File: src/rtl/uart_pkg.sv
// uart_pkg: constants and types shared by the UART blocks.
//   DEF_DATA_BITS  - default data bits per frame
//   DEF_OVERSAMPLE - default tick_16x pulses per bit period
//   BAUD           - nominal line rate
//   SYS_CLK_HZ     - board system clock
//   uart_rx_state_e - receiver FSM state encoding
package uart_pkg;

   localparam int unsigned DEF_DATA_BITS  = 8;
   localparam int unsigned DEF_OVERSAMPLE = 16;
   localparam int unsigned BAUD           = 115200;
   localparam int unsigned SYS_CLK_HZ     = 100_000_000;

   typedef enum logic [1:0] {
      StIdle,
      StStart,
      StData,
      StStop
   } uart_rx_state_e;

endpackage

File: src/rtl/sync_2ff.sv
// sync_2ff: two-flop synchronizer for a single asynchronous level.
//   clk_i     - destination clock
//   rst_ni    - asynchronous active-low reset
//   d_i       - asynchronous input
//   q_o       - synchronized output
// RESET_VAL sets both flops on reset so the output starts at a known line level.
module sync_2ff #(
   parameter logic RESET_VAL = 1'b0
) (
   input  logic clk_i,
   input  logic rst_ni,
   input  logic d_i,
   output logic q_o
);

   logic meta_q;
   logic sync_q;

   always_ff @(posedge clk_i or negedge rst_ni) begin
      if (!rst_ni) begin
         meta_q <= RESET_VAL;
         sync_q <= RESET_VAL;
      end else begin
         meta_q <= d_i;
         sync_q <= meta_q;
      end
   end

   assign q_o = sync_q;

endmodule

File: src/rtl/uart_rx.sv
// uart_rx: oversampling UART receiver with a one-entry output buffer.
//   clk       - system clock
//   reset_n   - asynchronous active-low reset
//   tick_16x  - sample enable, OVERSAMPLE pulses per bit period
//   rx        - asynchronous serial line, idles high
//   rx_data   - received word, LSB first on the wire
//   rx_valid  - rx_data holds an unconsumed word
//   rx_ready  - consumer accepts the word when rx_valid is also high
//   frame_err - one-clk pulse when a stop bit is sampled low
//   overrun   - one-clk pulse when a completed word is dropped (buffer full)
module uart_rx
   import uart_pkg::*;
#(
   parameter int unsigned DATA_BITS  = DEF_DATA_BITS,
   parameter int unsigned OVERSAMPLE = DEF_OVERSAMPLE
) (
   input  logic                 clk,
   input  logic                 reset_n,
   input  logic                 tick_16x,
   input  logic                 rx,
   output logic [DATA_BITS-1:0] rx_data,
   output logic                 rx_valid,
   input  logic                 rx_ready,
   output logic                 frame_err,
   output logic                 overrun
);

   localparam int unsigned TickW = $clog2(OVERSAMPLE);
   localparam int unsigned BitW  = (DATA_BITS > 1) ? $clog2(DATA_BITS) : 1;

   localparam logic [TickW-1:0] TickMid  = TickW'(OVERSAMPLE / 2 - 1);
   localparam logic [TickW-1:0] TickLast = TickW'(OVERSAMPLE - 1);
   localparam logic [BitW-1:0]  BitLast  = BitW'(DATA_BITS - 1);

   logic                 rx_s;

   uart_rx_state_e       state_q, state_d;
   logic [TickW-1:0]     tick_cnt_q, tick_cnt_d;
   logic [BitW-1:0]      bit_cnt_q, bit_cnt_d;
   logic [DATA_BITS-1:0] shift_q, shift_d;
   logic                 armed_q, armed_d;
   logic [DATA_BITS-1:0] rx_data_q, rx_data_d;
   logic                 rx_valid_q, rx_valid_d;
   logic                 frame_err_q, frame_err_d;
   logic                 overrun_q, overrun_d;

   logic                 frame_done;
   logic                 frame_bad;

   // Resets to idle-high so reset release never looks like a start bit.
   sync_2ff #(
      .RESET_VAL(1'b1)
   ) u_rx_sync (
      .clk_i  (clk),
      .rst_ni (reset_n),
      .d_i    (rx),
      .q_o    (rx_s)
   );

   // Receiver FSM: counters and state advance on tick_16x only.
   always_comb begin
      state_d    = state_q;
      tick_cnt_d = tick_cnt_q;
      bit_cnt_d  = bit_cnt_q;
      shift_d    = shift_q;
      armed_d    = armed_q;
      frame_done = 1'b0;
      frame_bad  = 1'b0;

      // A held-low line must go high once before another start is accepted.
      if (rx_s) begin
         armed_d = 1'b1;
      end

      if (tick_16x) begin
         case (state_q)
            StIdle: begin
               if (!rx_s && armed_q) begin
                  state_d    = StStart;
                  tick_cnt_d = '0;
               end
            end
            StStart: begin
               if (tick_cnt_q == TickMid) begin
                  tick_cnt_d = '0;
                  if (!rx_s) begin
                     state_d   = StData;
                     bit_cnt_d = '0;
                  end else begin
                     state_d = StIdle;
                  end
               end else begin
                  tick_cnt_d = tick_cnt_q + TickW'(1);
               end
            end
            StData: begin
               if (tick_cnt_q == TickLast) begin
                  tick_cnt_d = '0;
                  shift_d    = {rx_s, shift_q[DATA_BITS-1:1]};
                  if (bit_cnt_q == BitLast) begin
                     state_d = StStop;
                  end else begin
                     bit_cnt_d = bit_cnt_q + BitW'(1);
                  end
               end else begin
                  tick_cnt_d = tick_cnt_q + TickW'(1);
               end
            end
            StStop: begin
               if (tick_cnt_q == TickLast) begin
                  tick_cnt_d = '0;
                  state_d    = StIdle;
                  if (rx_s) begin
                     frame_done = 1'b1;
                  end else begin
                     frame_bad = 1'b1;
                     armed_d   = 1'b0;
                  end
               end else begin
                  tick_cnt_d = tick_cnt_q + TickW'(1);
               end
            end
            default: begin
               state_d    = StIdle;
               tick_cnt_d = '0;
            end
         endcase
      end
   end

   // Output buffer and flag pulses act on every clk.
   always_comb begin
      rx_data_d   = rx_data_q;
      rx_valid_d  = rx_valid_q;
      frame_err_d = frame_bad;
      overrun_d   = 1'b0;

      if (frame_done) begin
         // A consume in the same cycle frees the slot for the new word.
         if (!rx_valid_q || rx_ready) begin
            rx_data_d  = shift_q;
            rx_valid_d = 1'b1;
         end else begin
            overrun_d = 1'b1;
         end
      end else if (rx_valid_q && rx_ready) begin
         rx_valid_d = 1'b0;
      end
   end

   always_ff @(posedge clk or negedge reset_n) begin
      if (!reset_n) begin
         state_q     <= StIdle;
         tick_cnt_q  <= '0;
         bit_cnt_q   <= '0;
         shift_q     <= '0;
         armed_q     <= 1'b1;
         rx_data_q   <= '0;
         rx_valid_q  <= 1'b0;
         frame_err_q <= 1'b0;
         overrun_q   <= 1'b0;
      end else begin
         state_q     <= state_d;
         tick_cnt_q  <= tick_cnt_d;
         bit_cnt_q   <= bit_cnt_d;
         shift_q     <= shift_d;
         armed_q     <= armed_d;
         rx_data_q   <= rx_data_d;
         rx_valid_q  <= rx_valid_d;
         frame_err_q <= frame_err_d;
         overrun_q   <= overrun_d;
      end
   end

   assign rx_data   = rx_data_q;
   assign rx_valid  = rx_valid_q;
   assign frame_err = frame_err_q;
   assign overrun   = overrun_q;

endmodule

File: config.mk
export PLATFORM = sky130hd
export DESIGN_NAME = uart_rx
export DESIGN_NICKNAME = d
export VERILOG_FILES = /design/src/rtl/uart_pkg.sv /design/src/rtl/sync_2ff.sv /design/src/rtl/uart_rx.sv
export SDC_FILE = /design/constraint.sdc
export NUM_CORES = 1
export LEC_CHECK = 0
export CORE_MARGIN = 4
export CORE_UTILIZATION = 50
export CTS_CLUSTER_SIZE = 12
export DETAILED_ROUTE_END_ITERATION = 8
export PLACE_DENSITY_LB_ADDON = 0.2
export SLEW_MARGIN = 20
export SYNTH_ARGS = -nofsm -noshare
export SYNTH_HDL_FRONTEND = slang
export SYNTH_SLANG_ARGS = --single-unit
export TNS_END_PERCENT = 5
File: constraint.sdc
create_clock -name clk -period 2.65 [get_ports clk]
set_input_delay 0.3975 -clock clk [delete_from_list [all_inputs] [get_ports clk]]
set_output_delay 0.3975 -clock clk [all_outputs]
set_load 0.01 [all_outputs]
==> results of run 1 <==
## state kept, by name, indices dropped and copies added (netlist names), named ones only
| register | cells |
|---|---|
| armed_q | 1 |
| bit_cnt_q | 3 |
| frame_err | 1 |
| overrun | 1 |
| rx_data | 8 |
| rx_valid | 1 |
| shift_q | 8 |
| state_q | 1 |
| tick_cnt_q | 4 |
| u_rx_sync.meta_q | 1 |
| u_rx_sync.q_o | 1 |
## synthesized netlist by cell type
master / instances / area (µm²)
nor2_1: 2 / 7.51
o21ai_0: 2 / 10.0
nor4b_1: 1 / 8.76
o211ai_1: 2 / 15.0
mux2i_1: 1 / 10.0
o21a_1: 2 / 15.0
nor3b_4: 1 / 18.8
and3_1: 3 / 18.8
mux2_2: 19 / 214
o22a_2: 1 / 10.0
dfrtp_1: 28 / 701
buf_4: 1 / 7.51
a22o_1: 2 / 17.5
o31ai_1: 2 / 15.0
nor3_1: 1 / 5.00
or2_2: 2 / 12.5
and4b_1: 1 / 10.0
nor3_4: 1 / 16.3
nand3_1: 2 / 10.0
nand4_4: 1 / 21.3
nor3b_1: 1 / 7.51
ha_1: 3 / 37.5
inv_1: 2 / 7.51
o21bai_1: 2 / 15.0
o221ai_1: 1 / 8.76
nor2b_1: 4 / 25.0
o2111ai_1: 2 / 17.5
clkbuf_1: 1 / 3.75
nand2_1: 3 / 11.3
dfstp_2: 3 / 78.8
nand2b_1: 3 / 18.8
nor4bb_1: 1 / 10.0
## through the flow
stage	hold slack, ns	util, %	area, µm²	total power, mW
2_1_floorplan	0.102	-	1390	0.722
3_3_place_gp	0.347	61.1	1570	0.763
3_5_place_dp	0.349	61.1	1570	0.768
4_1_cts	0.363	63.3	1630	1.05
5_1_grt	0.370	63.3	1630	1.10
6_report	0.361	63.3	1630	1.04
## area by class of cell
cell class,count,share of cell area (%)
Sequential cell,31,48.0
Multi-Input combinational cell,66,36.1
Timing Repair Buffer,16,9.70
Clock buffer,6,3.16
Tap cell,30,2.31
Inverter,2,0.462
Clock inverter,1,0.308
## logic make-up after synthesis
kind of cell / Yosys count
flops: 31
simple gates: 27
mux: 20
compound gates: 16
buf+inv: 4
fa+ha+maj: 3
## worst max-delay path by stage
stage                   from  depth (start not counted)         end  slack, ns
4_1_cts        tick_cnt_q[0]                          4  rx_data[4]       0.80
3_3_place_gp        tick_16x                          4  rx_data[4]       0.48
6_report            tick_16x                          4  rx_data[4]       0.80
3_5_place_dp        tick_16x                          4  rx_data[4]       0.44
2_1_floorplan  tick_cnt_q[0]                          4  shift_q[0]       1.04
5_1_grt        tick_cnt_q[0]                          4  rx_data[7]       0.69
## metal layers
metal	global-route usage, %	up-vias	share of wire [%]
met1	20.8	392	50
met4	6.19	0	0.58
li1	-	419	-
met2	20.3	14	45
met3	6.60	2	4.6
met5	0	-	0
## worst reg2reg max path: stages, from the launching register on
cell and delay [ns]:
dfrtp_1 0.40, ha_1 0.30, nand4_4 0.17, nor3b_4 0.46
mux2_2 0.39
## where the power goes
part           switching [mW]  leakage [nW]  internal (mW)
registers              0.0772         0.412          0.513
logic                  0.0803         0.318         0.0881
clock network           0.156        0.0341          0.123
total                   0.313         0.764          0.724
==> flow_metrics.env, run 1 <==
export IMPL_status="finished, final reports clean"
export IMPL_dr_pass1_iters=3
export IMPL_finalClockSkew_ns=0.00543
export IMPL_die_width_um=60.6
export IMPL_route_detailed_drc=0
export IMPL_gp_congestion=0.789
export IMPL_worst_slew_pin_slew_ns=0.444
export IMPL_worstPathCellList="clkdlybuf4s50_1, nand4_4, nor3b_4, mux2_2"
export IMPL_dpl_hpwl_um=1570
export IMPL_hold_path_end="u_rx_sync.q_o"
export IMPL_path_class="in2reg"
export IMPL_rsz0062_at_grt="false"
export IMPL_cts_setup_buffers=0
export IMPL_power_leakage_nw=0.764
export IMPL_worst_path_buf_inv=1
export IMPL_final_cell_mix="dfrtp_1, mux2_2, clkdlybuf4s50_1, clkbuf_4, nor2b_1"
export IMPL_grt_max_degree=32
export IMPL_fmax_ghz=0.541
export IMPL_clk_path_buf_depth=2
export IMPL_maxCapViolations=0
export IMPL_r2r_end="rx_data[4]"
export IMPL_grt_overflow=0
export IMPL_multiInputGateArea_um2=587
export IMPL_drt_iter0_drc=10
export IMPL_h_tree_depth=2
export IMPL_hold_viol=0
export IMPL_final_cells=152
export IMPL_cts_resized=0
export IMPL_peakVddDrop_mv=0.500
export IMPL_finalCritPeriodShare_pct=69.8
export IMPL_critPathTopFamily="simple AND/OR/NAND/NOR gates"
export IMPL_fillCellCount=207
export IMPL_yosysSeqAreaShare_pct=56.3
export IMPL_nNetsFinal=130
export IMPL_cts_buffers=5
export IMPL_rows=18
export IMPL_yosys_area_share_simple_pct=14.5
export IMPL_insertion_delay_ns=0.32
export IMPL_grt_first_pass_wirelength_um=3920
export IMPL_ys_warn_count=0
export IMPL_synth_compound_area_share_pct=8.94
export IMPL_grt_pass1_vias=829
export IMPL_layout_cells_most_common="dfrtp_1"
export IMPL_r2r_slack_ns=0.82
export IMPL_p_per_area_mw_per_mm2=638
export IMPL_wl_per_cell_um=14.9
export IMPL_cp_max_fo=8
export IMPL_clkTransAtPathRegs_ns=0.09
export IMPL_min_period_ns=1.85
export IMPL_syn_to_final_growth_pct=17.3
export IMPL_routed_via_density=5.44
export IMPL_pre_cts_ws_ns=0.442
export IMPL_synthCells=101
export IMPL_fp_dieH_um=60.6
export IMPL_hold_buffers=0
export IMPL_antenna_found_initial=0
export IMPL_setup_violations=0
export IMPL_max_stage_delay_ns=0.63
export IMPL_synthMuxAreaShare_pct=16.2
export IMPL_critPathCaptureType="register"
export IMPL_start_util_pct=53.9
export IMPL_r2r_start="tick_cnt_q[0]"
export IMPL_clockRootBuffer="clkbuf_4"
export IMPL_synth_adder_area_share_pct=2.71
export IMPL_core_area_mm2=0.00257
export IMPL_dp_cells=145
export IMPL_numPortBuffers=15
export IMPL_hp_start="u_rx_sync.meta_q"
export IMPL_synth_seq_cells=31
export IMPL_cts_sinks=31
export IMPL_fin_setup_tns_ns=0
export IMPL_die_area_mm2=0.00368
export IMPL_relSlewSlack_pct=70.4
export IMPL_grt_usage_pct=15.0
export IMPL_min_path_cells=0
export IMPL_drv_slew=0
export IMPL_fin_ws_ns=0.800
export IMPL_syn_avg_cell_area_um2=13.7
export IMPL_diodes=0
export IMPL_drt_total_wl_um=2260
export IMPL_ant_nets=0
export IMPL_routed_via_count=827
export IMPL_syn_area_mm2=0.00139
export IMPL_arrival_ns=2.06
export IMPL_syn_nets=109
export IMPL_synth_xor_area_share_pct=0
export IMPL_cts_tree="yes"
export IMPL_critPathLaunchType="input pin"
export IMPL_cp_required_ns=2.86
export IMPL_reg2regPathDepth=4
export IMPL_cp_slowest_cell="clkdlybuf4s50_1"
export IMPL_min_path_type="reg2reg"
export IMPL_ios=16
export IMPL_seq_area_um2=779
export IMPL_synth_cell_types=32
export IMPL_drive_above_1_share_pct=29.5
export IMPL_synth_top_family_by_area="multiplexers"
Power figures use the tool's default switching activity.
==> run 2: changes to the inputs <==
clock period = 1.8 ns   (was 2.65 ns; I/O delays follow)
==> flow_metrics.env, run 2 (synthesized netlist as in run 1, its figures left out) <==
export IMPL_status="finished, final reports clean"
export IMPL_r2r_start="tick_cnt_q[0]"
export IMPL_die_width_um=60.6
export IMPL_maxCapViolations=0
export IMPL_fp_dieH_um=60.6
export IMPL_p_per_area_mw_per_mm2=970
export IMPL_drive_above_1_share_pct=33.3
export IMPL_antenna_found_initial=0
export IMPL_gp_congestion=0.776
export IMPL_drt_iter0_drc=7
export IMPL_pre_cts_ws_ns=-0.134
export IMPL_grt_max_degree=32
export IMPL_dpl_hpwl_um=1650
export IMPL_grt_overflow=0
export IMPL_cts_buffers=5
export IMPL_min_period_ns=1.66
export IMPL_r2r_end="shift_q[6]"
export IMPL_routed_via_count=909
export IMPL_syn_to_final_growth_pct=24.2
export IMPL_drv_slew=0
export IMPL_r2r_slack_ns=0.14
export IMPL_drt_total_wl_um=2370
export IMPL_cts_tree="yes"
export IMPL_grt_usage_pct=14.6
export IMPL_dr_pass1_iters=4
export IMPL_design_power_total_mw=1.67
export IMPL_h_tree_depth=2
export IMPL_ant_nets=0
export IMPL_fmax_ghz=0.601
export IMPL_diodes=0
export IMPL_routed_via_density=5.72
export IMPL_setup_violations=0
export IMPL_fin_ws_ns=0.137
export IMPL_rows=18
export IMPL_core_area_mm2=0.00257
export IMPL_critPathLaunchType="register"
export IMPL_fin_setup_tns_ns=0
export IMPL_path_class="reg2reg"
export IMPL_clk_path_buf_depth=2
export IMPL_worst_slew_pin_slew_ns=0.372
export IMPL_clkTransAtPathRegs_ns=0.09
export IMPL_hold_viol=0
export IMPL_layout_cells_most_common="dfrtp_1"
export IMPL_cts_sinks=31
export IMPL_ios=16
export IMPL_nNetsFinal=137
export IMPL_arrival_ns=1.86
export IMPL_critPathCaptureType="register"
export IMPL_insertion_delay_ns=0.31
export IMPL_start_util_pct=53.9
export IMPL_numPortBuffers=15
export IMPL_route_detailed_drc=0
export IMPL_relSlewSlack_pct=75.2
export IMPL_final_cell_mix="dfrtp_1, mux2_2, clkdlybuf4s50_1, buf_4, clkbuf_4"
export IMPL_finalClockSkew_ns=0.00587
export IMPL_cp_required_ns=2.00
export IMPL_wl_per_cell_um=14.9
export IMPL_peakVddDrop_mv=0.815
export IMPL_grt_pass1_vias=921
export IMPL_die_area_mm2=0.00368
export IMPL_clockRootBuffer="clkbuf_4"
export IMPL_rsz0062_at_grt="false"
export IMPL_min_path_type="in2async"
export IMPL_power_leakage_nw=0.805
export IMPL_finalCritPeriodShare_pct=92.4
export IMPL_hold_buffers=0
export IMPL_grt_first_pass_wirelength_um=3910
export IMPL_cp_max_fo=8
export IMPL_reg2regPathDepth=5
-- run 2: changes by cell type in the layout (fill, tap and decap cells not counted), sizes merged --
cell | previous run | this run
clkinv | 1 | 0
buf | 1 | 8
bufinv | 0 | 1
-- run 2: cell type report --
cell class	instances	area, µm²
clock buffers	6	41.3
clock inverters	1	30.0
fillers	209	847
inverters	2	7.51
multi-input cells	66	589
flip-flops and latches	31	779
well taps	30	37.5
repair buffers	23	235
-- run 2: timing repair --
item | CTS | global route
setup endpoints to repair | 0 | 5
setup buffers | 0 | 0
gates resized for setup | 0 | 1
-- run 2: worst max-delay path, stage by stage (launching register included) --
cell and delay (ns):
dfrtp_1 0.41, ha_2 0.28, nand3_1 0.16, nor3_4 0.23, buf_12 0.15, mux2_2 0.33
-- run 2: worst max-delay path by stage --
stage | from | to | slack (ns)
floorplan | tick_cnt_q[0] | shift_q[0] | 0.19
global placement | tick_16x | shift_q[7] | -0.1
detailed placement | tick_16x | shift_q[6] | -0.13
CTS | tick_cnt_q[0] | shift_q[6] | 0.07
global route | tick_cnt_q[0] | shift_q[6] | 0.07
finish | tick_cnt_q[0] | shift_q[6] | 0.14
-- run 2: per-layer routing --
layer	part of all wire (%)	routed length [µm]	vias up	GRT usage, %
met5	0	0	-	0
met4	1.5	36	0	8.67
met3	3.5	83	4	4.26
met2	48	1130	20	22.7
met1	47	1120	455	17.9
li1	-	-	430	-
-- run 2: per-stage QoR --
| stage | utilization [%] | instances | hold WS, ns | area [µm²] |
|---|---|---|---|---|
| 2_1_floorplan | - | 101 | -0.0256 | 1390 |
| 3_3_place_gp | 64.1 | 152 | 0.346 | 1650 |
| 3_5_place_dp | 64.1 | 152 | 0.347 | 1650 |
| 4_1_cts | 66.9 | 159 | 0.339 | 1720 |
| 5_1_grt | 67.0 | 159 | 0.342 | 1720 |
| 6_report | 67.0 | 159 | 0.328 | 1720 |
-- run 2: power breakdown --
part / switching, mW / internal (mW) / leakage (nW)
Combinational: 0.161 / 0.160 / 0.355
Clock: 0.212 / 0.286 / 0.0383
Sequential: 0.0940 / 0.755 / 0.412
==> run 3: changes to the inputs <==
GPL_TIMING_DRIVEN = 0   (was default)
==> flow_metrics.env, run 3 (synthesized netlist as in run 1, its figures left out) <==
export IMPL_status="finished, final reports clean"
export IMPL_critPathCaptureType="register"
export IMPL_fmax_ghz=0.574
export IMPL_pre_cts_ws_ns=-0.284
export IMPL_setup_violations=0
export IMPL_clk_path_buf_depth=2
export IMPL_drive_above_1_share_pct=33.3
export IMPL_core_area_mm2=0.00257
export IMPL_drt_iter0_drc=15
export IMPL_relSlewSlack_pct=56.6
export IMPL_route_detailed_drc=0
export IMPL_dpl_hpwl_um=1590
export IMPL_h_tree_depth=2
export IMPL_die_area_mm2=0.00368
export IMPL_rows=18
export IMPL_fp_dieH_um=60.6
export IMPL_seqPwrFrac_pct=48.7
export IMPL_grt_overflow=0
export IMPL_dp_cells=146
export IMPL_cts_tree="yes"
export IMPL_p_switching_mw=0.479
export IMPL_finalClockSkew_ns=0.00678
export IMPL_routed_via_density=5.53
export IMPL_numPortBuffers=15
export IMPL_use_met3_pct=4.47
export IMPL_grt_max_degree=32
export IMPL_grt_util_met2_pct=22.9
export IMPL_grt_first_pass_wirelength_um=4000
export IMPL_power_share_switching_pct=28.0
export IMPL_drt_total_wl_um=2420
export IMPL_finalCritPeriodShare_pct=96.8
export IMPL_cts_sinks=31
export IMPL_min_path_type="in2reg"
export IMPL_hold_viol=0
export IMPL_p_per_area_mw_per_mm2=1000
export IMPL_arrival_ns=1.96
export IMPL_critPathLaunchType="register"
export IMPL_cp_required_ns=2.02
export IMPL_final_cells=159
export IMPL_combinationalPowerShare_pct=18.6
export IMPL_power_leakage_nw=0.806
export IMPL_cp_max_fo=6
export IMPL_fin_ws_ns=0.0576
export IMPL_clockRootBuffer="clkbuf_4"
export IMPL_cts_buffers=5
export IMPL_nNetsFinal=136
export IMPL_p_int_mw=1.23
export IMPL_grt_pass1_vias=890
export IMPL_top_usage_layer="met2"
export IMPL_routed_via_count=880
export IMPL_final_cell_mix="dfrtp_1, mux2_2, clkdlybuf4s50_1, clkbuf_4"
export IMPL_diodes=0
export IMPL_wl_per_cell_um=15.2
export IMPL_ios=16
export IMPL_clkTransAtPathRegs_ns=0.10
export IMPL_drv_slew=0
export IMPL_grt_met1_usage_pct=19.3
export IMPL_die_width_um=60.6
export IMPL_start_util_pct=53.9
export IMPL_worst_slew_pin_slew_ns=0.651
export IMPL_maxCapViolations=0
export IMPL_layout_cells_most_common="dfrtp_1"
export IMPL_dr_pass1_iters=4
export IMPL_pwr_share_clk_pct=32.8
export IMPL_fillCellCount=192
export IMPL_antenna_found_initial=0
export IMPL_grt_usage_pct=15.0
export IMPL_min_period_ns=1.74
export IMPL_insertion_delay_ns=0.32
export IMPL_path_class="reg2reg"
export IMPL_peakVddDrop_mv=0.638
export IMPL_syn_to_final_growth_pct=23.4
export IMPL_ant_nets=0
export IMPL_gp_congestion=0.767
## run 3: worst max-delay path: stages (launching register included)
cell and delay [ns]:
dfrtp_1 0.40, ha_2 0.26, nand3_1 0.18, nor3_4 0.28, buf_4 0.18, mux2_2 0.33
## run 3: area by class of cell
type	count	area, µm²	share of cell area [%]
tap	30	37.5	2.20
clock buffer	6	51.3	3.00
buffer	2	11.3	0.659
sequential	31	779	45.6
inverter	2	7.51	0.439
timing repair buffer	20	198	11.6
multi-input combinational	66	589	34.5
clock inverter	2	35.0	2.05
## run 3: final timing paths
kind                             startpoint                to  slack (ns)  cells past startpoint
min reg2reg                u_rx_sync.meta_q     u_rx_sync.q_o        0.36                      0
max in group asynchronous           reset_n      bit_cnt_q[1]        0.87                      2
min in group asynchronous           reset_n        state_q[0]        0.50                      2
min                                      rx  u_rx_sync.meta_q        0.35                      1
max reg2reg                   tick_cnt_q[0]        shift_q[2]        0.06                      5
max                           tick_cnt_q[0]        shift_q[2]        0.06                      5
## run 3: power groups by stage
stage	sequential, mW	combinational, mW	clock, mW
after floorplan	0.825	0.237	0
after global placement	0.839	0.296	0
after detailed placement	0.842	0.308	0
after CTS	0.830	0.320	0.579
after global routing	0.844	0.356	0.611
final	0.832	0.317	0.560
## run 3: per-layer routing
| layer | part of all wire [%] | vias to the layer above |
|---|---|---|
| met3 | 3.8 | 5 |
| met1 | 45 | 432 |
| met5 | 0 | - |
| met4 | 1.4 | 0 |
| met2 | 50 | 15 |
| li1 | - | 428 |
## run 3: metrics by stage
stage	TNS [ns]	cell area (µm²)	utilization, %	power [mW]	hold slack, ns
finish	0	1710	66.6	1.71	0.353
CTS	0	1690	66.0	1.73	0.340
global route	-0.0475	1710	66.6	1.81	0.329
floorplan	0	1390	-	1.06	-0.0256
detailed placement	-4.23	1570	61.1	1.15	0.342
global placement	-5.17	1570	61.3	1.14	0.347
## run 3: repair_timing
item | in CTS | in global routing
gates resized for setup | 1 | 0
setup endpoints to repair | 16 | 8
hold buffers | 1 | 0
hold endpoints to repair | 28 | 0
setup buffers | 2 | 2
pin swaps | 1 | 1
